===== src/rtl/fetch_arb_pkg.sv =====
`default_nettype none
// ============================================================================
// Module   : fetch_arb_pkg
// Brief    : Shared types and constants for the W/B/I fetch-engine arbiter.
// Revision : 1.0 - initial release
// ============================================================================
package fetch_arb_pkg;

   typedef enum logic [2:0] {
      IDLE   = 3'd0,
      SETUP  = 3'd1,
      LAUNCH = 3'd2,
      WAIT   = 3'd3,
      DONE   = 3'd4
   } arb_state_t;

   localparam int REQ_W = 0;
   localparam int REQ_B = 1;
   localparam int REQ_I = 2;

   // Wide enough that any truncation to owner-width + 1 is never a real index.
   localparam logic [7:0] OWNER_INVALID = 8'hFF;

   localparam int DEF_OFFSET_WIDTH = 3;

   function automatic int idx_width(input int n);
      return (n > 1) ? $clog2(n) : 1;
   endfunction

endpackage
`default_nettype wire


===== src/rtl/fetch_rr_pick.sv =====
`default_nettype none
// ============================================================================
// Module   : fetch_rr_pick
// Brief    : Combinational round-robin picker starting the scan at rr_ptr.
// Revision : 1.0 - initial release
// ============================================================================
module fetch_rr_pick
   import fetch_arb_pkg::*;
#(
   parameter int NUM_REQ = 3,
   parameter int IDX_W   = idx_width(NUM_REQ)
) (
   input  logic [NUM_REQ-1:0] req,
   input  logic [IDX_W-1:0]   rr_ptr,
   output logic [NUM_REQ-1:0] pick_onehot,
   output logic [IDX_W-1:0]   pick_idx,
   output logic               pick_valid
);

   int               w_sum;
   logic [IDX_W-1:0] w_k;

   always_comb begin
      pick_onehot = '0;
      pick_idx    = '0;
      pick_valid  = 1'b0;
      w_sum       = 0;
      w_k         = '0;
      for (int i = 0; i < NUM_REQ; i++) begin
         w_sum = int'(rr_ptr) + i;
         if (w_sum >= NUM_REQ) w_sum = w_sum - NUM_REQ;
         w_k = IDX_W'(w_sum);
         if (!pick_valid && req[w_k]) begin
            pick_valid = 1'b1;
            pick_idx   = w_k;
         end
      end
      if (pick_valid) pick_onehot = NUM_REQ'(1) << pick_idx;
   end

endmodule
`default_nettype wire


===== src/rtl/fetch_wbi_arbiter.sv =====
`default_nettype none
// ============================================================================
// Module   : fetch_wbi_arbiter
// Brief    : Round-robin owner of the tile-fetch engine for W/B/I requesters.
//            Optional WAIT watchdog enabled by FETCH_ARB_TIMEOUT_EN.
// Revision : 1.0 - initial release
// ============================================================================
module fetch_wbi_arbiter
   import fetch_arb_pkg::*;
#(
   parameter int NUM_REQ        = 3,
   parameter int OFFSET_WIDTH   = DEF_OFFSET_WIDTH,
   parameter int TIMEOUT_CYCLES = 64
) (
   input  logic                            clk,
   input  logic                            rst_n,
   input  logic [NUM_REQ-1:0]              req,
   input  logic [NUM_REQ*OFFSET_WIDTH-1:0] req_offset,
   output logic [NUM_REQ-1:0]              gnt,
   output logic [NUM_REQ-1:0]              done,
   output logic                            start_fetch,
   output logic                            reset_addr_counter,
   output logic [OFFSET_WIDTH-1:0]         Offset_Control,
   input  logic                            fetch_done,
   output logic                            busy
`ifdef FETCH_ARB_TIMEOUT_EN
   ,
   output logic                            timeout_err
`endif
);

   localparam int IDX_W = idx_width(NUM_REQ);
   localparam int OWN_W = IDX_W + 1;

   arb_state_t        r_state;
   logic [IDX_W-1:0]  r_owner;
   logic [IDX_W-1:0]  r_rr_ptr;
   logic [OWN_W-1:0]  r_last_owner;
   logic [IDX_W-1:0]  w_next_ptr;

   logic [NUM_REQ-1:0]      w_pick_onehot;
   logic [IDX_W-1:0]        w_pick_idx;
   logic                    w_pick_valid;
   logic [OFFSET_WIDTH-1:0] w_sel_offset;

   fetch_rr_pick #(
      .NUM_REQ (NUM_REQ),
      .IDX_W   (IDX_W)
   ) u_pick (
      .req         (req),
      .rr_ptr      (r_rr_ptr),
      .pick_onehot (w_pick_onehot),
      .pick_idx    (w_pick_idx),
      .pick_valid  (w_pick_valid)
   );

   always_comb begin
      w_sel_offset = '0;
      for (int k = 0; k < NUM_REQ; k++) begin
         if (w_pick_idx == IDX_W'(k)) w_sel_offset = req_offset[k*OFFSET_WIDTH +: OFFSET_WIDTH];
      end
   end

   assign w_next_ptr = (r_owner == IDX_W'(NUM_REQ-1)) ? '0 : r_owner + 1'b1;

`ifdef FETCH_ARB_TIMEOUT_EN
   localparam int CNT_W = $clog2(TIMEOUT_CYCLES+1);
   logic [CNT_W-1:0] r_tmo_cnt;
`else
   // Watchdog limit has no consumer when the watchdog is compiled out.
   logic unused_timeout_cfg;
   assign unused_timeout_cfg = ^TIMEOUT_CYCLES;
`endif

   always_ff @(posedge clk or negedge rst_n) begin
      if (!rst_n) begin
         r_state            <= IDLE;
         r_owner            <= '0;
         r_rr_ptr           <= IDX_W'(REQ_W);
         r_last_owner       <= OWNER_INVALID[OWN_W-1:0];
         gnt                <= '0;
         done               <= '0;
         start_fetch        <= 1'b0;
         reset_addr_counter <= 1'b0;
         Offset_Control     <= '0;
         busy               <= 1'b0;
`ifdef FETCH_ARB_TIMEOUT_EN
         r_tmo_cnt          <= '0;
         timeout_err        <= 1'b0;
`endif
      end else begin
         case (r_state)
            IDLE: begin
               done <= '0;
               if (w_pick_valid) begin
                  r_owner            <= w_pick_idx;
                  Offset_Control     <= w_sel_offset;
                  gnt                <= w_pick_onehot;
                  // Same owner as last time: the address counter streams on.
                  reset_addr_counter <= ({1'b0, w_pick_idx} != r_last_owner);
                  busy               <= 1'b1;
                  r_state            <= SETUP;
               end
            end
            SETUP: begin
               reset_addr_counter <= 1'b0;
               start_fetch        <= 1'b1;
               r_state            <= LAUNCH;
            end
            LAUNCH: begin
               start_fetch <= 1'b0;
`ifdef FETCH_ARB_TIMEOUT_EN
               r_tmo_cnt   <= '0;
`endif
               r_state     <= WAIT;
            end
            WAIT: begin
               if (fetch_done) begin
                  done    <= gnt;
                  r_state <= DONE;
               end
`ifdef FETCH_ARB_TIMEOUT_EN
               else if (r_tmo_cnt == CNT_W'(TIMEOUT_CYCLES-1)) begin
                  // Abandon the tile; forget the owner so the next grant rewinds.
                  timeout_err  <= 1'b1;
                  done         <= gnt;
                  gnt          <= '0;
                  busy         <= 1'b0;
                  r_last_owner <= OWNER_INVALID[OWN_W-1:0];
                  r_rr_ptr     <= w_next_ptr;
                  r_state      <= IDLE;
               end else begin
                  r_tmo_cnt <= r_tmo_cnt + 1'b1;
               end
`endif
            end
            DONE: begin
               done         <= '0;
               gnt          <= '0;
               busy         <= 1'b0;
               r_last_owner <= {1'b0, r_owner};
               r_rr_ptr     <= w_next_ptr;
               r_state      <= IDLE;
            end
            default: r_state <= IDLE;
         endcase
      end
   end

endmodule
`default_nettype wire


===== config.mk =====
export PLATFORM = sky130hd
export DESIGN_NAME = fetch_wbi_arbiter
export DESIGN_NICKNAME = d
export VERILOG_FILES = /design/src/rtl/fetch_arb_pkg.sv /design/src/rtl/fetch_rr_pick.sv /design/src/rtl/fetch_wbi_arbiter.sv
export SDC_FILE = /design/constraint.sdc
export NUM_CORES = 1
export LEC_CHECK = 0
export CORE_MARGIN = 2
export CORE_UTILIZATION = 53
export CTS_CLUSTER_DIAMETER = 150
export CTS_CLUSTER_SIZE = 20
export DETAILED_ROUTE_END_ITERATION = 10
export PLACE_DENSITY = 0.87
export SLEW_MARGIN = 20
export SYNTH_ARGS = -nofsm -noshare
export SYNTH_HDL_FRONTEND = slang
export SYNTH_SLANG_ARGS = --single-unit

===== constraint.sdc =====
create_clock -name clk -period 3.48 [get_ports clk]
set_input_delay 0.696 -clock clk [delete_from_list [all_inputs] [get_ports clk]]
set_output_delay 0.696 -clock clk [all_outputs]
set_load 0.01 [all_outputs]

* Yosys cells after proc, flatten, opt, wreduce, memory -nomap -nowiden
Cells that the tools add are included.
Storage, ports and cells: flip-flop bits (word level) 22, input bits 15, output and inout bits 12
Operators by class: add/sub/neg operators 6, order comparisons 6, equal/unequal tests 10, shift operators 1, multiplexer cells 31, reduce and logical (&&, ||, !) cells 16
Operator list (count):
- $mux 3 | 7
- $mux 2 | 7
- $pmux 3 s2 | 2
- $pmux 3 s4 | 1
- $reduce_and 2->1 | 5
- $lt 2x3->1 const B | 3
- $mux 1 | 8
- $reduce_bool 2->1 | 4
- $bmux 1 s2 | 3
- $eq 3x2->1 const B | 2
- $ge 3x2->1 const B | 2
- $pmux 1 s2 | 3
- $eq 2x2->1 const B | 2
- $sub 2x1->2 const B | 2
- $add 2x1->3 const B | 1
- $add 2x2->3 const B | 1
- $eq 3x1->1 const B | 1
- $eq 3x3->1 const B | 1
- $logic_not 3->1 | 1
- $ne 2x3->1 | 1
- $shl 1x2->3 const A | 1
- $add 2x1->2 const B | 1
- $eq 2x1->1 const B | 1
- $ge 2x2->1 const B | 1
- 7 further kinds | 9

* Logic depth before layout (Yosys ltp)
Gate-level depths: netlist of the first run.
depth in word-level cells 15, gate-level depth with buffers 9, mapped depth without buffers 8

* Hierarchy
Synthesis of the first run repeated with hierarchy kept, for this count alone.
Unflattened totals: cells, all modules 131, area total of the unflattened synthesis 1337.5 µm²
Modules (own cells, without submodules):
- fetch_wbi_arbiter | instances 1, cells each 86, area an instance 1011.0 µm², sequential area each 554.3 µm²
- fetch_rr_pick | instances 1, cells each 45, area an instance 326.6 µm², sequential area each 0.0 µm²

* Least setup slack after synthesis of the first run
Ideal clock, no wire load.
kind register to register, start point reg r_rr_ptr[0], end point reg reset_addr_counter, setup time 0.129 ns, data arrival time 2.229 ns, data required time 3.351 ns, path slack 1.121 ns, cell stages (with the launch flop) 9, buffers on the path 1, clock period less this slack 2.359 ns, path through dfrtp_1 inv_1 ha_1 clkbuf_2 or4b_1 a311oi_2 a21oi_1 xnor2_1 o41a_1
Between the ends: cells in the longest elaborated chain, start to end 14, elaborated cells on any way between the ends 32, classes of those cells 5 x add/sub; 3 x order compare; 2 x eq/ne; 17 x mux; 5 x reduce/logical
Ends and longest elaborated chain:
- start, declared | RTL line fetch_wbi_arbiter.sv:37 | logic [IDX_W-1:0] r_rr_ptr;
- start signal, assigned | RTL line fetch_wbi_arbiter.sv:79 | r_rr_ptr <= IDX_W'(REQ_W);
- start signal, assigned | RTL line fetch_wbi_arbiter.sv:142 | r_rr_ptr <= w_next_ptr;
- branches (longest 14 deep; another with $add 2x1->3)
- end signal, assigned | RTL line fetch_wbi_arbiter.sv:100 | reset_addr_counter <= ({1'b0, w_pick_idx} != r_last_owner);
- end, declared | RTL line fetch_wbi_arbiter.sv:22 | output logic reset_addr_counter,
Several ways; the timed one is not identified. The select of a mux whose other input is x is not followed. A chain may end at the register's enable or synchronous reset.

* Final worst setup path of the first run
start point in req[1], end point reg Offset_Control[1]
Between the ends: cells in the longest elaborated chain, start to end 13, elaborated cells on any way between the ends 23, classes of those cells 2 x eq/ne; 15 x mux; 6 x reduce/logical
Ends and longest elaborated chain:
- start, declared | RTL line fetch_wbi_arbiter.sv:17 | input logic [NUM_REQ-1:0] req,
- $bmux 1 s2 | RTL line fetch_rr_pick.sv:33 | if (!pick_valid && req[w_k]) begin
- $mux 1 (implied by the code) | RTL line fetch_rr_pick.sv:33
- $mux 1 | RTL line fetch_rr_pick.sv:33
- $logic_not 1->1 | RTL line fetch_rr_pick.sv:33
- $logic_and 1x1->1 | RTL line fetch_rr_pick.sv:33
- $mux 1 | RTL line fetch_rr_pick.sv:33
- $logic_not 1->1 | RTL line fetch_rr_pick.sv:33
- $logic_and 1x1->1 | RTL line fetch_rr_pick.sv:33
- $mux 2 | RTL line fetch_rr_pick.sv:33
- $logic_not 2->1 | RTL line fetch_wbi_arbiter.sv:60 | if (w_pick_idx == IDX_W'(k)) w_sel_offset = req_offset[k*OFFSET_WIDTH +: OFFSET_WIDTH];
- $mux 3 (3 in series) | RTL line fetch_wbi_arbiter.sv:60
- end signal, assigned | RTL line fetch_wbi_arbiter.sv:97 | Offset_Control <= w_sel_offset;
- end, declared | RTL line fetch_wbi_arbiter.sv:23 | output logic [OFFSET_WIDTH-1:0] Offset_Control,
Parallel ways exist; a longest one is shown, timed or not. The select of a mux whose other input is x is not followed.

==> metrics.cfg, run 1 <==
[sta]
fin_crit_sh=0.758
max_slew_margin=0.558
max_freq_mhz=379
finalMaxSlewViolations=0
setup_ws_ps=843
rsz0062_at_grt=no
tns_ps=0
worstMarginPinSlew_ps=659
hold_slack_ps=326
hold_viol=0
fin_worst_skew_ps=1.82
fin_crit_ps=2640
setup_viol=0

[clock_network]
cts_setup_buffers=0
cts_buffers=3
cts.sinks=22
cts_tree=built
cts-htree-levels=1
cts_resized=0
clock_path_buffers=2
clkTransAtPathRegs_ps=110
cts_hold_buf=0
cts-root-buf=clkbuf_4
worstSkewPairLatency_ps=310

[synthesis]
syn_area_per_cell_sq_um=10.0
ys.flop_type=dfrtp_1
synthDistinctLibCells=44
synth_seq_cells=22
ys.warnings.count=0
synth-edff-count=0
ys_seq_area_frac=0.443
synth_area_sq_um=1250
async_flop_share=1.00
synth_cells=125
syn_nets=144

[floorplan]
core-area_sq_um=2210
die_h_microns=52.6
rows=17
initial_core_util=0.566
io_pins=27
die_w_microns=52.6
dieArea_sq_um=2770

[power]
ir_worst_vdd_v=0.000560
total_leakage_power_nw=0.694
p_per_area_nw_per_um2=853

[finish]
final.fill_count=181
layout.cells.most_common_list=25 x clkdlybuf4s50_1, 19 x dfrtp_1, 14 x nand2_1, 9 x nor2_1, 7 x mux2i_1
final_cell_area_sq_um=1560
fin_util=0.705
final_common_cell=clkdlybuf4s50_1
drive_gt1_frac=0.132
nets=172
area_growth_pct=24.7
num_antenna_cells=0

[worst_setup_path]
cp_cell_sequence=clkdlybuf4s50_1 -> mux2i_1 -> mux2i_2 -> o31ai_2 -> nor3_1 -> a211o_1
worstSetupEndpointType=register
start_kind=primary input
cp_data_arrival_time_ps=2840
critical_path_class=in -> reg
crit_buf_inv=1
path_delay_family=compound AO/OA/AOI/OAI gates
crit_slowest_cell=o31ai_2
critPathMaxStageDelay_ps=640
required_ps=3690
startpoint=req[1]
path_max_fanout=9
worstReg2RegStart=r_rr_ptr[0]

[placement]
portBuffers=26
place_hpwl_microns=2090
pre_cts_ws_ps=528
gp_congestion=0.814
placed_cell_area_sq_um=1530

[global_routing]
grt_pass1_vias=1021
grt-ovfl-total=0
grt_pass1_wl_microns=4540
grt_use_total=0.229
grt_max_degree=23
antenna_found_initial=0

[routing]
wl_per_cell_microns=15.0
via_count=1012
drt_iter0_markers=13
viasPerCell=5.62
first_pass_iters=4
drt_wl_total_microns=2700
drc=0
drtAntennaViolNets=0

[worst_hold_path]
hold_class=in -> async

[outcome]
status=finished clean

[flow_run]
max_cap_viol_count=0

-- where the power goes --
group	leakage, nW	internal (mW)	switching, mW
clock network	0.0210	0.0639	0.0753
registers	0.268	0.373	0.0899
logic	0.405	0.359	0.369
-- final timing paths --
kind                                      end  cells past startpoint  slack (ps)
max reg2reg                reset_addr_counter                      7         890
min in group clk                         busy                      2         510
min reg2reg                              busy                      2         510
max in group asynchronous     r_last_owner[2]                      1        2810
max                         Offset_Control[1]                      6         840
min                               start_fetch                      1         330
-- Yosys cell counts (2+ instances only) --
master	n	area, sq um
mux2i_1	7	70.1
o31ai_1	3	22.5
dfstp_2	3	78.8
nand2_1	14	52.6
o21ai_0	6	30.0
a211o_1	2	17.5
nor2_1	9	33.8
a21oi_1	5	25.0
dfrtp_1	19	475
nor2b_1	3	18.8
nand3_1	3	15.0
nor3b_1	2	15.0
mux2_2	3	33.8
ha_1	4	50.1
nand2b_1	5	31.3
inv_1	6	22.5
nand3b_1	2	15.0
and3_1	2	12.5
nor3_1	2	10.0
-- layout make-up --
class,instances,area [sq um],area share
multi-input cells,93,649,0.416
repair buffers,27,263,0.168
inverters,6,22.5,0.0144
flip-flops and latches,22,554,0.355
well taps,28,35.0,0.0225
clock buffers,4,36.3,0.0233
-- logic make-up after synthesis --
kind of cell | share of synthesized area
muxes | 0.0940
buffers and inverters | 0.0380
xor gates and xnor gates | 0.0140
adders and majority gates | 0.0400
AOI/OAI and AO/OA | 0.162
DFF | 0.443
and+or+nand+nor | 0.209
-- registers in the layout, summed over array words and instances (netlist names) --
register	cells
Offset_Control	3
busy	1
done	3
gnt	3
r_last_owner	3
r_owner	2
r_rr_ptr	2
r_state	3
reset_addr_counter	1
start_fetch	1
-- metrics by stage --
| stage | power (mW) | cells |
|---|---|---|
| 2_1_floorplan | 0.941 | 125 |
| 3_3_place_gp | 1.15 | 176 |
| 3_5_place_dp | 1.19 | 176 |
| 4_1_cts | 1.34 | 180 |
| 5_1_grt | 1.44 | 180 |
| 6_report | 1.33 | 180 |
-- worst register-to-register path: stages (launching register included) --
cell and delay [ps]:
dfrtp_1 410, inv_1 80, ha_1 420, or4b_1 560, a311oi_2 330, a21oi_1 170, xnor2_1 180, o41a_1 330
-- routing by layer --
layer  track usage  part of all wire  vias to the layer above
met1         0.287              0.45                      489
li1              -                 -                      494
met5             0                 0                        -
met4        0.0769             0.011                        0
met2         0.400              0.50                       25
met3        0.0371             0.041                        4
Power figures use the tool's default switching activity.
==> inputs of run 2 (changes only) <==
CORE_UTILIZATION = 50   (was 53)
PLACE_DENSITY = 0.83   (was 0.87)
clock period = 2.56 ns   (was 3.48 ns; I/O delays follow)
==> run 2 against run 1 <==
Effect of this change:
- first-iteration DRC count increased by 38%
- highest routed layer unchanged
- clock-buffer cell count decreased by 1
- critical path type unchanged
- routed wire length up 12%
- worst setup slack got worse by 710 ps
- sequential share of layout area down 2.8 points
==> metrics.cfg, run 2 (synthesis results as in run 1) <==
[power]
fin_total_pwr_mw=2.05
ir_worst_vdd_v=0.000742
p_per_area_nw_per_um2=1210
total_leakage_power_nw=0.756

[routing]
wl_per_cell_microns=15.7
drt_iter0_markers=18
first_pass_iters=4
viasPerCell=5.44
drtAntennaViolNets=0
drc=0
drt_wl_total_microns=3040
via_count=1056

[finish]
layout.cells.most_common_list=26 x clkdlybuf4s50_1, 19 x dfrtp_1, 14 x nand2_1, 13 x buf_4, 8 x nor2_1
final_common_cell=clkdlybuf4s50_1
final_cell_area_sq_um=1690
nets=184
drive_gt1_frac=0.213
final.fill_count=186
area_growth_pct=35.4
num_antenna_cells=0

[worst_hold_path]
hold_class=reg -> reg

[global_routing]
grt_pass1_vias=1018
grt_pass1_wl_microns=4750
grt-ovfl-total=0
grt_use_total=0.229
grt_max_degree=23
antenna_found_initial=0

[floorplan]
dieArea_sq_um=2920
die_h_microns=54.0
core-area_sq_um=2430
die_w_microns=54.0
initial_core_util=0.514
io_pins=27
rows=18

[clock_network]
cts-htree-levels=1
worstSkewPairLatency_ps=320
cts_hold_buf=0
cts.sinks=22
cts_tree=built
cts-root-buf=clkbuf_4
clkTransAtPathRegs_ps=120
cts_buffers=3
clock_path_buffers=2

[worst_setup_path]
cp_data_arrival_time_ps=2700
critPathMaxStageDelay_ps=600
cp_cell_sequence=clkdlybuf4s50_1 -> nor2b_1 -> or4b_1 -> a311oi_2 -> a21oi_1 -> buf_4 -> o31ai_1 -> a211o_1
path_delay_family=compound AO/OA/AOI/OAI gates
critical_path_class=in -> reg
crit_buf_inv=2
required_ps=2830
path_max_fanout=5
worstSetupEndpointType=register
start_kind=primary input
crit_slowest_cell=clkdlybuf4s50_1

[sta]
setup_viol=0
fin_worst_skew_ps=5.22
fin_crit_ps=2430
max_slew_margin=0.721
worstMarginPinSlew_ps=415
fin_crit_sh=0.948
max_freq_mhz=412
finalMaxSlewViolations=0
tns_ps=0
hold_viol=0

[placement]
gp_congestion=0.869
portBuffers=26
place_hpwl_microns=2240
placed_cell_area_sq_um=1610

[flow_run]
max_cap_viol_count=0

[outcome]
status=finished clean

run 2: metrics by stage:
stage | setup WS [ps] | hold WS (ps) | utilization | std cells
global placement | -38.6 | 464 | 0.664 | 189
finish | 133 | 503 | 0.697 | 194
global route | -16.0 | 510 | 0.697 | 194
detailed placement | -152 | 482 | 0.664 | 189
floorplan | 201 | 216 | - | 125
CTS | 42.8 | 505 | 0.687 | 193
run 2: layout make-up:
class,count,area [sq um],share of cell area
clock buffers,3,22.5,0.0133
clock inverters,1,30.0,0.0177
inverters,6,22.5,0.0133
multi-input cells,93,669,0.395
flip-flops and latches,22,554,0.327
well taps,30,37.5,0.0222
repair buffers,39,358,0.211
run 2: where the power goes:
group | total, mW | switching, mW | leakage, nW | internal, mW
registers | 0.633 | 0.126 | 0.268 | 0.507
clock network | 0.268 | 0.110 | 0.0279 | 0.158
logic | 1.14 | 0.547 | 0.460 | 0.597
run 2: timing repair:
item / in CTS / in global routing
resized for setup: 1 / 4
pin swaps: 0 / 0
buffers inserted: 0 / 1
endpoints found under the setup margin: 1 / 5
run 2: worst register-to-register path, delay by kind of cell, from the launching register on:
family | cells | cell delay (ps)
AOI/OAI and AO/OA | 4 | 860
adders and majority gates | 1 | 230
buffers and inverters | 2 | 250
DFF | 1 | 420
and+or+nand+nor | 2 | 630
run 2: path summary, 6_finish.rpt:
kind | start | to | slack [ps] | cells after the start
max reg2reg | r_rr_ptr[1] | Offset_Control[2] | 130 | 9
min reg2reg | r_last_owner[2] | r_last_owner[2] | 500 | 1
max in group asynchronous | rst_n | r_last_owner[1] | 1750 | 2
min in group asynchronous | rst_n | r_state[0] | 530 | 2
min | r_last_owner[2] | r_last_owner[2] | 500 | 1
max | req[1] | Offset_Control[2] | 130 | 8
run 2: per-layer routing:
layer | global-route usage | part of all wire
met5 | 0 | 0
met4 | 0.0708 | 0.017
met3 | 0.0500 | 0.048
met2 | 0.390 | 0.48
met1 | 0.290 | 0.45
==> RTL change (flow settings as in run 2) <==
`DEF_OFFSET_WIDTH`: 3 -> 6.
--- a/src/rtl/fetch_arb_pkg.sv
+++ b/src/rtl/fetch_arb_pkg.sv
@@ -23,3 +23,3 @@
 
-   localparam int DEF_OFFSET_WIDTH = 3;
+   localparam int DEF_OFFSET_WIDTH = 6;
 
Interface: changed (resized Offset_Control and req_offset); port bits go from 27 to 39. No check against the original RTL was run, so the function may have changed too.
==> RTL change against run 2 <==
- area after synthesis is 6.0% higher
- critical endpoint is now Offset_Control[4]
- design area is 4.8% higher
- via count is 4.6% higher
- sequential cell count is 3 higher
- setup slack better by 0.048 ns
- wire length is 0.33% lower
- worst hold slack better by 0.0024 ns
- power is 0.24% lower
==> RTL change: results (changes against run 2) <==
outcome completed; largest net degree at the start of global routing 26 (+13%); critical path data arrival time 2.59 ns (-0.11 ns); count of cell types in the netlist 41 (-6.8%); Layout clock area frac 0.01550 (-0.01552); Nets 194 (+5.4%); Final Wtd Congestion 0.8748 (+0.62%); Pleak 0.7388 nW (-2.2%); # fillers 197 (+5.9%); fraction of area in non-clock buffers 0.2311 (+0.01992); Clk network pwr share 0.085 (-0.046); top cells by area, synth dfrtp_1 (42%), dfstp_2 (5.9%), mux2i_1 (4.5%); P_seq 0.714 mW (+13%); hold path start r_last_owner[0]; HPWL after DPL 2.321 mm (+3.8%); total power 2.041 mW (-0.24%); first-pass GRT wire length 5.168 mm (+8.7%); layout cells sized above 1 0.1273 (-0.08614); synthesized-area fraction occupied by adder cells 0.03774 (-0.002264); total wire length 3.029 mm (-0.33%); via/cell ratio 5.667 (+4.1%); dpl cells 191 (+1.1%); hold slack final 0.5050 ns (+0.002374 ns); Post-Syn Nets 151 (+4.9%); maximum vdd drop 0.7343 mV (-1.0%); Hold Path End r_last_owner[0]; Worst-Margin Slew 0.3923 ns (-0.02275 ns); clk sinks 25 (+14%); Non-Filler Instances 195 (+0.52%); die area 3080 um2 (+5.5%); CP max stage delay 0.48 ns (-0.12 ns); fmax 420.4 MHz (+2.0%); vias in the first global route 1190 (+17%); Max Clock Skew 0.009168 ns (+0.003944 ns); compound-gate portion of the synthesized area 0.2123 (+0.05026); last element of the critical path Offset_Control[4]; post_cts resized 0 (-1); r2r setup slk 0.18 ns (+0.05 ns); crit-path leading delay family simple AND/OR/NAND/NOR gates
==> RTL change: cell count changes after synthesis, moves of 3 or more <==
| cell | delta |
|---|---|
| nand2_1 | -4 |
| nor2_1 | +5 |
| dfrtp_1 | +3 |
| nand2b_1 | -4 |
| o2bb2ai_1 | +6 |
| a221oi_1 | +6 |
==> RTL change: kinds of logic after synthesis <==
family	count (synthesis)
simple gates	39
buf+inv	10
xor+xnor	2
mux	7
compound gates	36
flops	25
fa+ha+maj	4
==> RTL change: worst reg2reg max path: stages (launching register included) <==
cell and delay [ns]:
dfrtp_1 0.44, inv_1 0.10, ha_1 0.27, mux2i_2 0.30
o221ai_2 0.14, or3_1 0.48, and3b_1 0.33, nor2_1 0.15
o2bb2ai_1 0.07
==> RTL change: layer usage <==
metal | track usage | vias to the layer above | share of wire
li1 | - | 531 | -
met1 | 0.2401 | 536 | 0.41
met2 | 0.3810 | 34 | 0.53
met3 | 0.04215 | 4 | 0.051
met4 | 0.08362 | 0 | 0.010
met5 | 0 | - | 0
